<file path="src/rtl/sparsity_index_gen_pkg.sv">
// Shared defaults and FSM encoding for the sparsity index generator.
package sparsity_index_gen_pkg;

  localparam int FLAG_W_DEF = 16;
  localparam int DEPTH_DEF  = 64;

  typedef enum logic [1:0] {
    IDLE = 2'd0,
    READ = 2'd1,
    SCAN = 2'd2,
    DONE = 2'd3
  } state_e;

endpackage

</file>
<file path="src/rtl/sparsity_index_gen_ram.sv">
// Single-port-write / single-port-read flag RAM with a registered read port.
// A read and a write to the same address in one cycle return the old word.
module ram #(
  parameter int DATA_WIDTH = 16,
  parameter int ADDR_WIDTH = 6
) (
  input  logic                  clk,
  input  logic                  wr_en,
  input  logic [ADDR_WIDTH-1:0] wr_addr,
  input  logic [DATA_WIDTH-1:0] wr_data,
  input  logic                  rd_en,
  input  logic [ADDR_WIDTH-1:0] rd_addr,
  output logic [DATA_WIDTH-1:0] rd_data
);

  logic [DATA_WIDTH-1:0] r_mem [0:(1<<ADDR_WIDTH)-1];
  logic [DATA_WIDTH-1:0] r_rd_data;

  // Storage update and read-first data register.
  always_ff @(posedge clk) begin
    if (wr_en) begin
      r_mem[wr_addr] <= wr_data;
    end
    if (rd_en) begin
      r_rd_data <= r_mem[rd_addr];
    end
  end

  assign rd_data = r_rd_data;

endmodule

</file>
<file path="src/rtl/sparsity_index_gen.sv">
// Scans stored sparsity flags and emits the offset of every nonzero element,
// with per-row (kernel mode) or whole-scan (line mode) population counts.
module sparsity_index_gen
  import sparsity_index_gen_pkg::*;
#(
  parameter int  FLAG_W = FLAG_W_DEF,
  parameter int  DEPTH  = DEPTH_DEF,
  localparam int ADDR_W = $clog2(DEPTH),
  localparam int IDX_W  = $clog2(FLAG_W*DEPTH),
  localparam int CNT_W  = IDX_W + 1
) (
  input  logic              clk,
  input  logic              reset,
  input  logic              wr_req,
  input  logic [ADDR_W-1:0] wr_addr,
  input  logic [FLAG_W-1:0] wr_data,
  input  logic              cfg_mode,
  input  logic [ADDR_W-1:0] cfg_base,
  input  logic [CNT_W-1:0]  cfg_len,
  input  logic [3:0]        cfg_row,
  input  logic              start,
  output logic              busy,
  output logic              done,
  output logic              idx_valid,
  input  logic              idx_ready,
  output logic [IDX_W-1:0]  idx_data,
  output logic              row_cnt_valid,
  output logic [CNT_W-1:0]  row_cnt,
  output logic [CNT_W-1:0]  total_cnt
);

  localparam int BIT_W = (FLAG_W > 1) ? $clog2(FLAG_W) : 1;

  state_e              r_state;
  logic                r_busy;
  logic                r_done;
  logic                r_row_cnt_valid;
  logic [CNT_W-1:0]    r_row_cnt;
  logic [CNT_W-1:0]    r_total;
  logic [CNT_W-1:0]    r_pos;
  logic [BIT_W-1:0]    r_bit;
  logic [ADDR_W-1:0]   r_addr;
  logic [CNT_W-1:0]    r_len;
  logic [3:0]          r_row;
  logic                r_mode;
  logic [3:0]          r_grp_pos;
  logic [CNT_W-1:0]    r_grp_ones;

  logic [FLAG_W-1:0]   w_rd_data;
  logic                w_rd_en;
  logic                w_flag;
  logic                w_adv;
  logic                w_last;
  logic                w_grp_end;
  logic                w_word_end;
  logic [ADDR_W-1:0]   w_addr_nxt;

  ram #(
    .DATA_WIDTH (FLAG_W),
    .ADDR_WIDTH (ADDR_W)
  ) u_ram (
    .clk     (clk),
    .wr_en   (wr_req),
    .wr_addr (wr_addr),
    .wr_data (wr_data),
    .rd_en   (w_rd_en),
    .rd_addr (r_addr),
    .rd_data (w_rd_data)
  );

  // The RAM read register doubles as the scan register: it only reloads in READ.
  assign w_rd_en    = (r_state == READ);
  assign w_flag     = w_rd_data[r_bit];
  assign w_adv      = (r_state == SCAN) && (!w_flag || idx_ready);
  assign w_last     = ((r_pos + CNT_W'(1)) == r_len);
  assign w_grp_end  = ((r_grp_pos + 4'd1) == r_row);
  assign w_word_end = (r_bit == BIT_W'(FLAG_W-1));
  assign w_addr_nxt = (r_addr == ADDR_W'(DEPTH-1)) ? '0 : r_addr + ADDR_W'(1);

  // Control FSM, counters and registered status outputs.
  always_ff @(posedge clk) begin
    if (reset) begin
      r_state         <= IDLE;
      r_busy          <= 1'b0;
      r_done          <= 1'b0;
      r_row_cnt_valid <= 1'b0;
      r_row_cnt       <= '0;
      r_total         <= '0;
      r_pos           <= '0;
      r_bit           <= '0;
      r_addr          <= '0;
      r_len           <= '0;
      r_row           <= 4'd0;
      r_mode          <= 1'b0;
      r_grp_pos       <= 4'd0;
      r_grp_ones      <= '0;
    end else begin
      r_done          <= 1'b0;
      r_row_cnt_valid <= 1'b0;
      case (r_state)
        IDLE: begin
          if (start) begin
            r_mode     <= cfg_mode;
            r_addr     <= cfg_base;
            r_len      <= cfg_len;
            r_row      <= cfg_row;
            r_total    <= '0;
            r_pos      <= '0;
            r_bit      <= '0;
            r_grp_pos  <= 4'd0;
            r_grp_ones <= '0;
            r_busy     <= 1'b1;
            if (cfg_len == '0) begin
              r_state <= DONE;
              r_done  <= 1'b1;
              if (!cfg_mode) begin
                r_row_cnt_valid <= 1'b1;
                r_row_cnt       <= '0;
              end
            end else begin
              r_state <= READ;
            end
          end
        end
        READ: begin
          r_state <= SCAN;
        end
        SCAN: begin
          if (w_adv) begin
            r_pos   <= r_pos + CNT_W'(1);
            r_total <= r_total + CNT_W'(w_flag);
            if (r_mode && (w_grp_end || w_last)) begin
              r_row_cnt_valid <= 1'b1;
              r_row_cnt       <= r_grp_ones + CNT_W'(w_flag);
            end
            if (w_grp_end) begin
              r_grp_pos  <= 4'd0;
              r_grp_ones <= '0;
            end else begin
              r_grp_pos  <= r_grp_pos + 4'd1;
              r_grp_ones <= r_grp_ones + CNT_W'(w_flag);
            end
            if (w_last) begin
              r_state <= DONE;
              r_done  <= 1'b1;
              if (!r_mode) begin
                r_row_cnt_valid <= 1'b1;
                r_row_cnt       <= r_total + CNT_W'(w_flag);
              end
            end else if (w_word_end) begin
              r_bit   <= '0;
              r_addr  <= w_addr_nxt;
              r_state <= READ;
            end else begin
              r_bit <= r_bit + BIT_W'(1);
            end
          end
        end
        DONE: begin
          r_state <= IDLE;
          r_busy  <= 1'b0;
        end
        default: begin
          r_state <= IDLE;
          r_busy  <= 1'b0;
        end
      endcase
    end
  end

  assign busy          = r_busy;
  assign done          = r_done;
  assign idx_valid     = (r_state == SCAN) && w_flag;
  assign idx_data      = r_pos[IDX_W-1:0];
  assign row_cnt_valid = r_row_cnt_valid;
  assign row_cnt       = r_row_cnt;
  assign total_cnt     = r_total;

endmodule

</file>
<file path="config.mk">
export PLATFORM = sky130hd
export DESIGN_NAME = sparsity_index_gen
export DESIGN_NICKNAME = d
export VERILOG_FILES = /design/src/rtl/sparsity_index_gen_pkg.sv /design/src/rtl/sparsity_index_gen_ram.sv /design/src/rtl/sparsity_index_gen.sv
export SDC_FILE = /design/constraint.sdc
export NUM_CORES = 1
export LEC_CHECK = 0
export CAP_MARGIN = 20
export CORE_UTILIZATION = 45
export DETAILED_ROUTE_END_ITERATION = 8
export GPL_ROUTABILITY_DRIVEN = 0
export PLACE_DENSITY = 0.66
export SLEW_MARGIN = 20
export SYNTH_ARGS = -nofsm -noshare
export SYNTH_HDL_FRONTEND = slang
export SYNTH_SLANG_ARGS = --single-unit
export TNS_END_PERCENT = 50
</file>
<file path="constraint.sdc">
create_clock -name clk -period 3.9 [get_ports clk]
set_clock_uncertainty 0.05 [all_clocks]
set_input_delay 1.17 -clock clk [delete_from_list [all_inputs] [get_ports clk]]
set_output_delay 1.17 -clock clk [all_outputs]
set_load 0.02 [all_outputs]
</file>
==> Yosys cells after proc, flatten, opt, wreduce, memory -nomap -nowiden <==
Memories as Yosys holds them, arrays and structs flattened. A register that Yosys moved wholly into a read port is not among the register bits.
Cells that the tools add are included.
{ "word_totals": {"rom_bits": 0, "input_bits": 49, "ff_bits": 79, "elab_cells": 108, "latchBits": 0, "mem_count": 1, "mem_bits_rw": 1024, "out_inout_bits": 36} }
{ "memory_table": {"columns": ["name", "depth", "width", "rd", "rd_ports_with_merged_regs", "wr", "line", "text"], "rows": [
  ["u_ram.r_mem", 64, 16, 1, 1, 1, "sparsity_index_gen_ram.sv:16", "logic [DATA_WIDTH-1:0] r_mem [0:(1<<ADDR_WIDTH)-1];"]
]} }
{ "classes": {"n_eq_ne": 14, "shifts": 0, "n_addsub": 6, "mul": 0, "n_mux": 55, "bitwise_logic": 0, "order_cmp": 1, "n_reduce_logical": 17, "div": 0} }
{ "op_table": {"columns": ["operator", "n"], "rows": [
  ["$mux 11", 12],
  ["$pmux 11 s2", 4],
  ["$mux 6", 5],
  ["$mux 4", 6],
  ["$add 11x1->11", 2],
  ["$pmux 4 s2", 2],
  ["$mux 1", 15],
  ["$ne 2x2->1 const B", 6],
  ["$pmux 6 s2", 1],
  ["$add 11x1->11 const B", 1],
  ["$eq 11x11->1", 1],
  ["$logic_not 11->1", 1],
  ["$mux 2", 5],
  ["$reduce_and 5->1", 2],
  ["$add 4x1->4 const B", 2],
  ["$pmux 2 s4", 1],
  ["$add 6x1->6 const B", 1],
  ["$eq 6x6->1 const B", 1],
  ["$pmux 1 s2", 3],
  ["$reduce_and 3->1", 2],
  ["$lt 4x5->1 const B", 1],
  ["$bmux 1 s4", 1],
  ["$eq 2x2->1 const B", 2],
  ["$eq 4x4->1", 1],
  ["other kinds (10)", 15]
]} }

==> Logic depth before layout (Yosys ltp) <==
Gate-level depths: netlist (run 1).
{ "depth": {"ltp_word": 9, "ltp_mapped": 14, "depth_no_buf": 13} }

==> Cells and area by module <==
Synthesis (run 1) repeated with hierarchy kept, for this count alone.
{ "hier_totals": {"cells_unflattened": 2395, "hier_area_um2": 44676.6} }
{ "modules_own_cells": {"columns": ["module", "seq_area_each_um2", "instances", "area_per_inst_um2", "cells_each"], "rows": [
  ["ram", 31230.0, 1, 40121.0, 1822],
  ["sparsity_index_gen", 1581.5, 1, 4555.6, 573]
]} }

==> Least setup slack after synthesis (run 1) <==
OpenSTA, ideal clock, no wires.
{ "synth_timing": {"path_kind": "input to register", "from": "in wr_addr[3]", "to": "mem u_ram.r_mem[32][0], enable pin", "required_ns": 3.441, "setup_time_ns": 0.409, "path_stages": 4, "n_path_buf": 1, "arrival_ns": 2.775, "setup_slack_ns": 0.666, "cell_sequence": "clkbuf_1 -> nor2_1 -> nand4b_1 -> nor3_1"} }
{ "synth_lines": {"columns": ["item", "line", "text"], "rows": [
  ["start, declared", "sparsity_index_gen.sv:15", "input logic [ADDR_W-1:0] wr_addr,"],
  ["end, declared", "sparsity_index_gen_ram.sv:16", null]
]} }
No word-level cell before the write port.

==> Worst setup path after layout (run 1) <==
{ "layout_timing": {"from": "reg r_bit[1]", "to": "out idx_valid"} }
{ "layout_via": {"elab_chain_cells": 3} }
{ "layout_lines": {"columns": ["item", "line", "text"], "rows": [
  ["start, declared", "sparsity_index_gen.sv:41", "logic [BIT_W-1:0] r_bit;"],
  ["start signal, assigned", "sparsity_index_gen.sv:155", "r_bit <= r_bit + BIT_W'(1);"],
  ["$bmux 1 s4", "sparsity_index_gen.sv:73", "assign w_flag = w_rd_data[r_bit];"],
  ["$mux 1 (not written as such)", "sparsity_index_gen.sv:73", null],
  ["$logic_and 1x1->1", "sparsity_index_gen.sv:173", "assign idx_valid = (r_state == SCAN) && w_flag;"],
  ["end, declared", "sparsity_index_gen.sv:24", "output logic idx_valid,"]
]} }
Every way passes these cells. The select of a mux whose other input is x is not followed.

==> parameters.txt, run 1 <==
Parameter                              Value

STA
  Final Critical Period    3.709 ns
  Setup TNS    0 ns
  Slew HR    0.3117
  Final hold vios    0
  Setup violations, final    0
  RSZ-0062 raised after global routing    no
  Final worst-path cycle share    0.9510
  Tightest Pin Transition    1.033 ns
  Maximum clock frequency    269.6 MHz
  Total count of max-transition violations in the final report    0

Global routing
  Initial antenna violation count    8
  Global routing usage summed across all routing layers    0.2052
  Gr ovfl total    0
  Via count of the first global-routing pass    22690
  Wire length of the first global-routing pass    149700 um
  Maximum number of pins on one net before global-route repair    92

Place
  Dpl hpwl    59620 um
  Buffers added on ports    84

Critical path
  Type of the setup path with the least slack    reg -> out
  Reg-to-Reg End    row_cnt[10]
  Critical Path Sink    idx_valid
  R2R cell count    14
  Startpoint of the most critical setup path    r_bit[1]
  Max Fanout on Critical Path    8
  Required time of the critical path    2.68 ns
  Kind of end point of the critical path    output pin
  Worst flop-to-flop path startpoint    r_bit[1]
  Startpoint type of the worst setup path    flip-flop
  Arrival time at the worst endpoint    2.49 ns
  Worst R2R Setup Slack    0.48 ns

Final layout
  Footprint of the multi-input gates    11170 um2
  Synthesis-to-finish area growth    14.64%
  Net count, final    2472
  Area used by sequential logic in the layout    32830 um2
  Fill cell instance count of the final layout    7529
  Share of final-layout standard cells stronger than drive strength 1    0.2822

Yosys
  Main synth FF type    edfxtp_1
  Syn_area_per_cell    19.98 um2
  Synth warn    0
  Unique masters post-synth    72
  Synthesized instance count    2230
  Number of flops mapped to enable cells by yosys    1040
  Post-synthesis async set-or-reset flop share    0
  Area of the mapped netlist    44550 um2
  Post-synthesis register bit count    1119
  Synthesized netlist net count    2287
  Part of the Yosys area used for sequential elements    0.7365

Route
  DRT Wirelength    101900 um
  Detail Route Antenna Nets    0
  Wirelength per Cell    26.78 um
  Via-to-Cell Ratio    5.935
  Number of detailed-route iterations in the first pass    6
  Starting DRT DRC Count    2369
  Drt drc    0
  Total vias in the final route    22580

Floorplan
  Starting density of the core    0.4533
  Die area    100300 um2
  Die W    316.7 um
  I/O Pins    85
  Die extent in y    316.7 um
  Row Count    115
  Area of the core region    98280 um2

Pwr
  Cell area power density    548.7 nW/um2
  Max VDD drop    0.0003699 V
  Total Power    28020 uW
  Leakage power    0.01571 uW

CTS
  Clock transition time at the flip-flop clock pins of the worst setup and hold paths    0.06 ns
  Sinks on the clock net    1119
  Number of buffers on the longest clock path    3
  Inserted Clock Buffers    111
  Clock Latency Late Sink    0.70 ns
  Clock Tree Root    clkbuf_16
  CTS tree    yes
  H-tree depth    3

Run status
  Status    finished, final reports clean

Min path
  Worst Hold Class    reg -> reg

Job
  Max-cap violation count    0
per-layer routing:
layer	vias up	routed length (um)	GRT usage
met5	-	11	0
met4	2	1815	0.05125
met3	140	7113	0.03649
met2	882	50180	0.3343
met1	11980	42770	0.2885
li1	9577	-	-
sequential cells by signal, indices dropped and copies added, names as in the netlist, 2 cells and up:
name	flops
r_addr	6
r_bit	4
r_grp_ones	11
r_grp_pos	4
r_len	11
r_pos	11
r_row	4
r_state	2
row_cnt	11
total_cnt	11
u_ram.r_mem	1024
u_ram.rd_data	16
power by group:
group	total (uW)	leakage [uW]	internal (uW)	switching (uW)
Sequential	13600	0.0100	13300	227
Clock	10300	0.00174	5860	4430
Combinational	4190	0.00397	1950	2240
Total	28000	0.0157	21100	6890
cell families after synthesis:
group | count (synthesis) | share of synthesized area
AND/OR/NAND/NOR | 380 | 0.04283
flip-flops | 1119 | 0.7365
adder cells (fa/ha/maj) | 8 | 0.002247
multiplexers | 370 | 0.1739
XOR/XNOR | 34 | 0.006684
AO/OA/AOI/OAI | 171 | 0.02297
buffers and inverters | 148 | 0.01491
worst min-delay path by stage:
stage | from | slack, ns | to | cells past startpoint
after floorplan | r_grp_ones[0] | 0.39 | r_grp_ones[0] | 2
after global placement | r_grp_ones[0] | 0.40 | r_grp_ones[0] | 2
after detailed placement | r_grp_ones[0] | 0.41 | r_grp_ones[0] | 2
after CTS | r_grp_ones[0] | 0.41 | r_grp_ones[0] | 2
after global routing | r_row[2] | 0.45 | r_row[2] | 2
final | r_grp_ones[0] | 0.41 | r_grp_ones[0] | 2
worst max-delay path: stages, from the launching register on:
cell and delay, ns:
dfxtp_4 0.41, mux2_2 0.34, mux4_2 0.50, nor2_1 0.14
a21oi_2 0.08, and2_1 0.17, clkbuf_2 0.15
synth_stat cells (13+ instances only):
cell      count  area share
a21oi_1      70      0.0079
buf_1        15      0.0013
buf_2        30      0.0034
buf_4        13      0.0022
clkbuf_1     80      0.0067
dfxtp_1      79       0.035
edfxtp_1   1040        0.70
mux2_2       22      0.0056
mux2i_1      27      0.0061
mux4_2      321        0.16
nand2_1      98      0.0083
nand2b_1     14      0.0020
nand3_1      34      0.0038
nand3b_1     18      0.0030
nor2_1      108      0.0091
nor3_1       18      0.0020
nor4_1       20      0.0028
o21ai_0      48      0.0054
xnor2_1      22      0.0043
cell usage in the layout, fill, tap and decap left out, drive strengths merged, types with 27 or more instances in the layout:
| master | synthesis | layout |
|---|---|---|
| a21oi | 71 | 71 |
| edfxtp | 1040 | 1040 |
| nor2 | 108 | 108 |
| dfxtp | 79 | 79 |
| clkinv | 0 | 56 |
| nand2 | 99 | 99 |
| mux2i | 27 | 27 |
| clkdlybuf4s50 | 0 | 66 |
| mux4 | 321 | 321 |
| o21ai | 51 | 51 |
| clkbuf | 80 | 145 |
| nand3 | 34 | 34 |
| buf | 61 | 146 |
metrics by stage:
stage	cells	setup WS (ns)	instance area, um2	hold slack (ns)	utilization
6_report	3804	0.1909	51070	0.4085	0.5197
5_1_grt	3803	0.08675	51070	0.4454	0.5197
4_1_cts	3799	0.01493	51040	0.4133	0.5193
3_5_place_dp	3587	0.2007	47490	0.4061	0.4832
3_3_place_gp	3587	0.2787	47490	0.3971	0.4832
2_1_floorplan	2230	0.6659	44550	0.3862	-
layout make-up:
type | count | area share
multi-input cells | 963 | 0.2187
inverters | 7 | 0.0005145
well taps | 1287 | 0.03153
clock inverters | 66 | 0.01071
diodes | 5 | 0.0002450
repair buffers | 213 | 0.03704
flip-flops and latches | 1119 | 0.6428
clock buffers | 144 | 0.05843
repair_timing:
item,in CTS,in global routing
hold buffers,0,0
endpoints found under the setup margin,1,1
pin swaps,0,0
gates resized for setup,4,2
hold endpoints to repair,0,0
buffers inserted,2,0
Power figures use the tool's default switching activity.
==> run 2: changes to the inputs <==
CORE_UTILIZATION = 60   (was 45)
MAX_ROUTING_LAYER = met4   (was default)
PLACE_DENSITY = 0.82   (was 0.66)
==> run 2 against run 1 <==
Effect of this change:
- the flow now finishes with violations (DRC)
- setup slack worse by 0.064 ns
- critical path type unchanged
- combinational power grew 5%
- largest cell class unchanged
- hold slack improved by 0.0055 ns
- clock power hardly changed
- final cell count fell by 9.2%
- wire length rose by 10%
- maximum frequency shrank 1.7%
- total power decreased by 0.29%
- first-iteration DRC count grew 56%
- critical endpoint unchanged
- count of clock-buffer cells in the layout fell by 7
==> parameters.txt, run 2 (synthesized netlist as in run 1, its figures left out) <==
Parameter                              Value

Run status
  Status    finished with violations
  Violated checks    DRC

Pwr
  Seq pwr share    0.486
  Clock power frac    0.358
  Total Power    27940 uW
  Switching power    6998 uW
  Gate power share    0.157
  Leakage power    0.01561 uW
  Cell area power density    554.0 nW/um2
  Max VDD drop    0.0004674 V
  Sw Share    0.2504
  Internal power    20940 uW

Critical path
  Startpoint type of the worst setup path    flip-flop
  R2R cell count    14
  Type of the setup path with the least slack    reg -> out
  Kind of end point of the critical path    output pin
  Worst R2R Setup Slack    0.34 ns
  Reg-to-Reg End    row_cnt[10]
  Required time of the critical path    2.68 ns
  Worst flop-to-flop path startpoint    r_bit[1]
  Max Fanout on Critical Path    6
  Arrival time at the worst endpoint    2.55 ns

STA
  Final hold vios    0
  Setup TNS    0 ns
  Setup violations, final    0
  Fin worst setup slack    0.1269 ns
  Maximum clock frequency    265.0 MHz
  Slew HR    0.3788
  Final worst-path cycle share    0.9675
  Final Critical Period    3.773 ns
  RSZ-0062 raised after global routing    no
  Hold slack final    0.4140 ns
  Total count of max-transition violations in the final report    0
  Tightest Pin Transition    0.9318 ns

Final layout
  Synthesis-to-finish area growth    13.21%
  Top library cells by usage in the layout, fill and taps aside    edfxtp_1, mux4_2, buf_4
  Largest register by flop count    u_ram.r_mem
  Net count, final    2466
  Design area    50440 um2
  Leading cell type in the layout, fill and taps excluded    edfxtp_1
  Flip-flop count of the largest register after layout    1024
  Fill cell instance count of the final layout    4166
  Share of final-layout standard cells stronger than drive strength 1    0.2654

Route
  Wirelength per Cell    32.54 um
  DRT Wirelength    112400 um
  Number of detailed-route iterations in the first pass    8
  Drt drc    15
  Starting DRT DRC Count    3693
  Via-to-Cell Ratio    6.960
  Total vias in the final route    24040
  Detail Route Antenna Nets    0

Floorplan
  Area of the core region    73210 um2
  Die W    274.5 um
  Row Count    99
  Die area    75350 um2
  Die extent in y    274.5 um
  Starting density of the core    0.6086
  I/O Pins    85

CTS
  CTS tree    yes
  Setup fix buffers added after clock tree synthesis    0
  Total of cells resized after clock tree synthesis    6
  H-tree depth    3
  Cts-stage hold buffer count    0
  Clock Latency Late Sink    0.68 ns
  Number of buffers on the longest clock path    3
  Sinks on the clock net    1119
  Inserted Clock Buffers    108
  Clock Tree Root    clkbuf_16
  Clock transition time at the flip-flop clock pins of the worst setup and hold paths    0.06 ns

Min path
  Sink of the worst hold path    r_grp_ones[0]
  Worst Hold Class    reg -> reg
  Start point of the worst hold path    r_grp_ones[0]
  Number of cells on the worst hold path    2

Place
  Placed inst area    47050 um2
  Buffers added on ports    84
  Placement-stage worst setup slack    0.2675 ns
  Dpl hpwl    59510 um

Global routing
  Maximum number of pins on one net before global-route repair    65
  Initial antenna violation count    5
  Via count of the first global-routing pass    24290
  Gr ovfl total    0
  Global routing usage summed across all routing layers    0.3139
  Wire length of the first global-routing pass    162800 um

Job
  Max-cap violation count    0
## run 2: changes by cell type in the layout (fill, tap and decap cells not counted), sizes merged
cell      previous run  this run
buf                146       144
bufinv               7         6
clkbuf             145       137
clkinv              56        43
clkinvlp             2         4
diode                5         4
inv                  8         9
## run 2: power by group through the flow
stage	logic [uW]	clock network [uW]	registers (uW)
after floorplan	2860	0	13600
after global placement	4100	0	13800
after detailed placement	4220	0	13800
after CTS	4340	10100	13600
after global routing	4550	10500	13600
final	4380	9990	13600
## run 2: layer usage
| layer | GRT usage | wire length, um |
|---|---|---|
| met5 | - | 0 |
| met4 | 0.1212 | 4469 |
| met3 | 0.05894 | 11810 |
| met2 | 0.5043 | 56420 |
| met1 | 0.4011 | 39710 |
## run 2: cell type report
type	instances	area, um2	share of cell area
Antenna cell	4	10.01	0.0001985
Clock buffer	137	2897	0.05743
Clock inverter	55	434.2	0.008608
Inverter	7	26.28	0.0005209
Multi-Input combinational cell	963	11100	0.2202
Sequential cell	1119	32830	0.6509
Tap cell	959	1200	0.02379
Timing Repair Buffer	210	1937	0.03840
## run 2: worst max-delay path, cell delays in order (launching register included)
cell and delay, ns:
dfxtp_4 0.37, buf_4 0.15, mux2_2 0.34, mux4_2 0.49, nor2_1 0.14, a21oi_2 0.08, and2_1 0.17, buf_2 0.15
## run 2: how the worst max path moves through the flow
stage / from / end / cells past startpoint
after floorplan: wr_addr[3] / u_ram.r_mem[32][0] / 4
after global placement: idx_ready / r_pos[5] / 6
after detailed placement: cfg_len[2] / row_cnt[0] / 8
after CTS: r_bit[1] / idx_valid / 7
after global routing: r_bit[1] / idx_valid / 7
final: r_bit[1] / idx_valid / 7
## run 2: per-stage QoR
stage | util | std cells
6_report | 0.6890 | 3454
2_1_floorplan | - | 2230
5_1_grt | 0.6890 | 3454
3_5_place_dp | 0.6427 | 3258
4_1_cts | 0.6882 | 3450
3_3_place_gp | 0.6427 | 3258
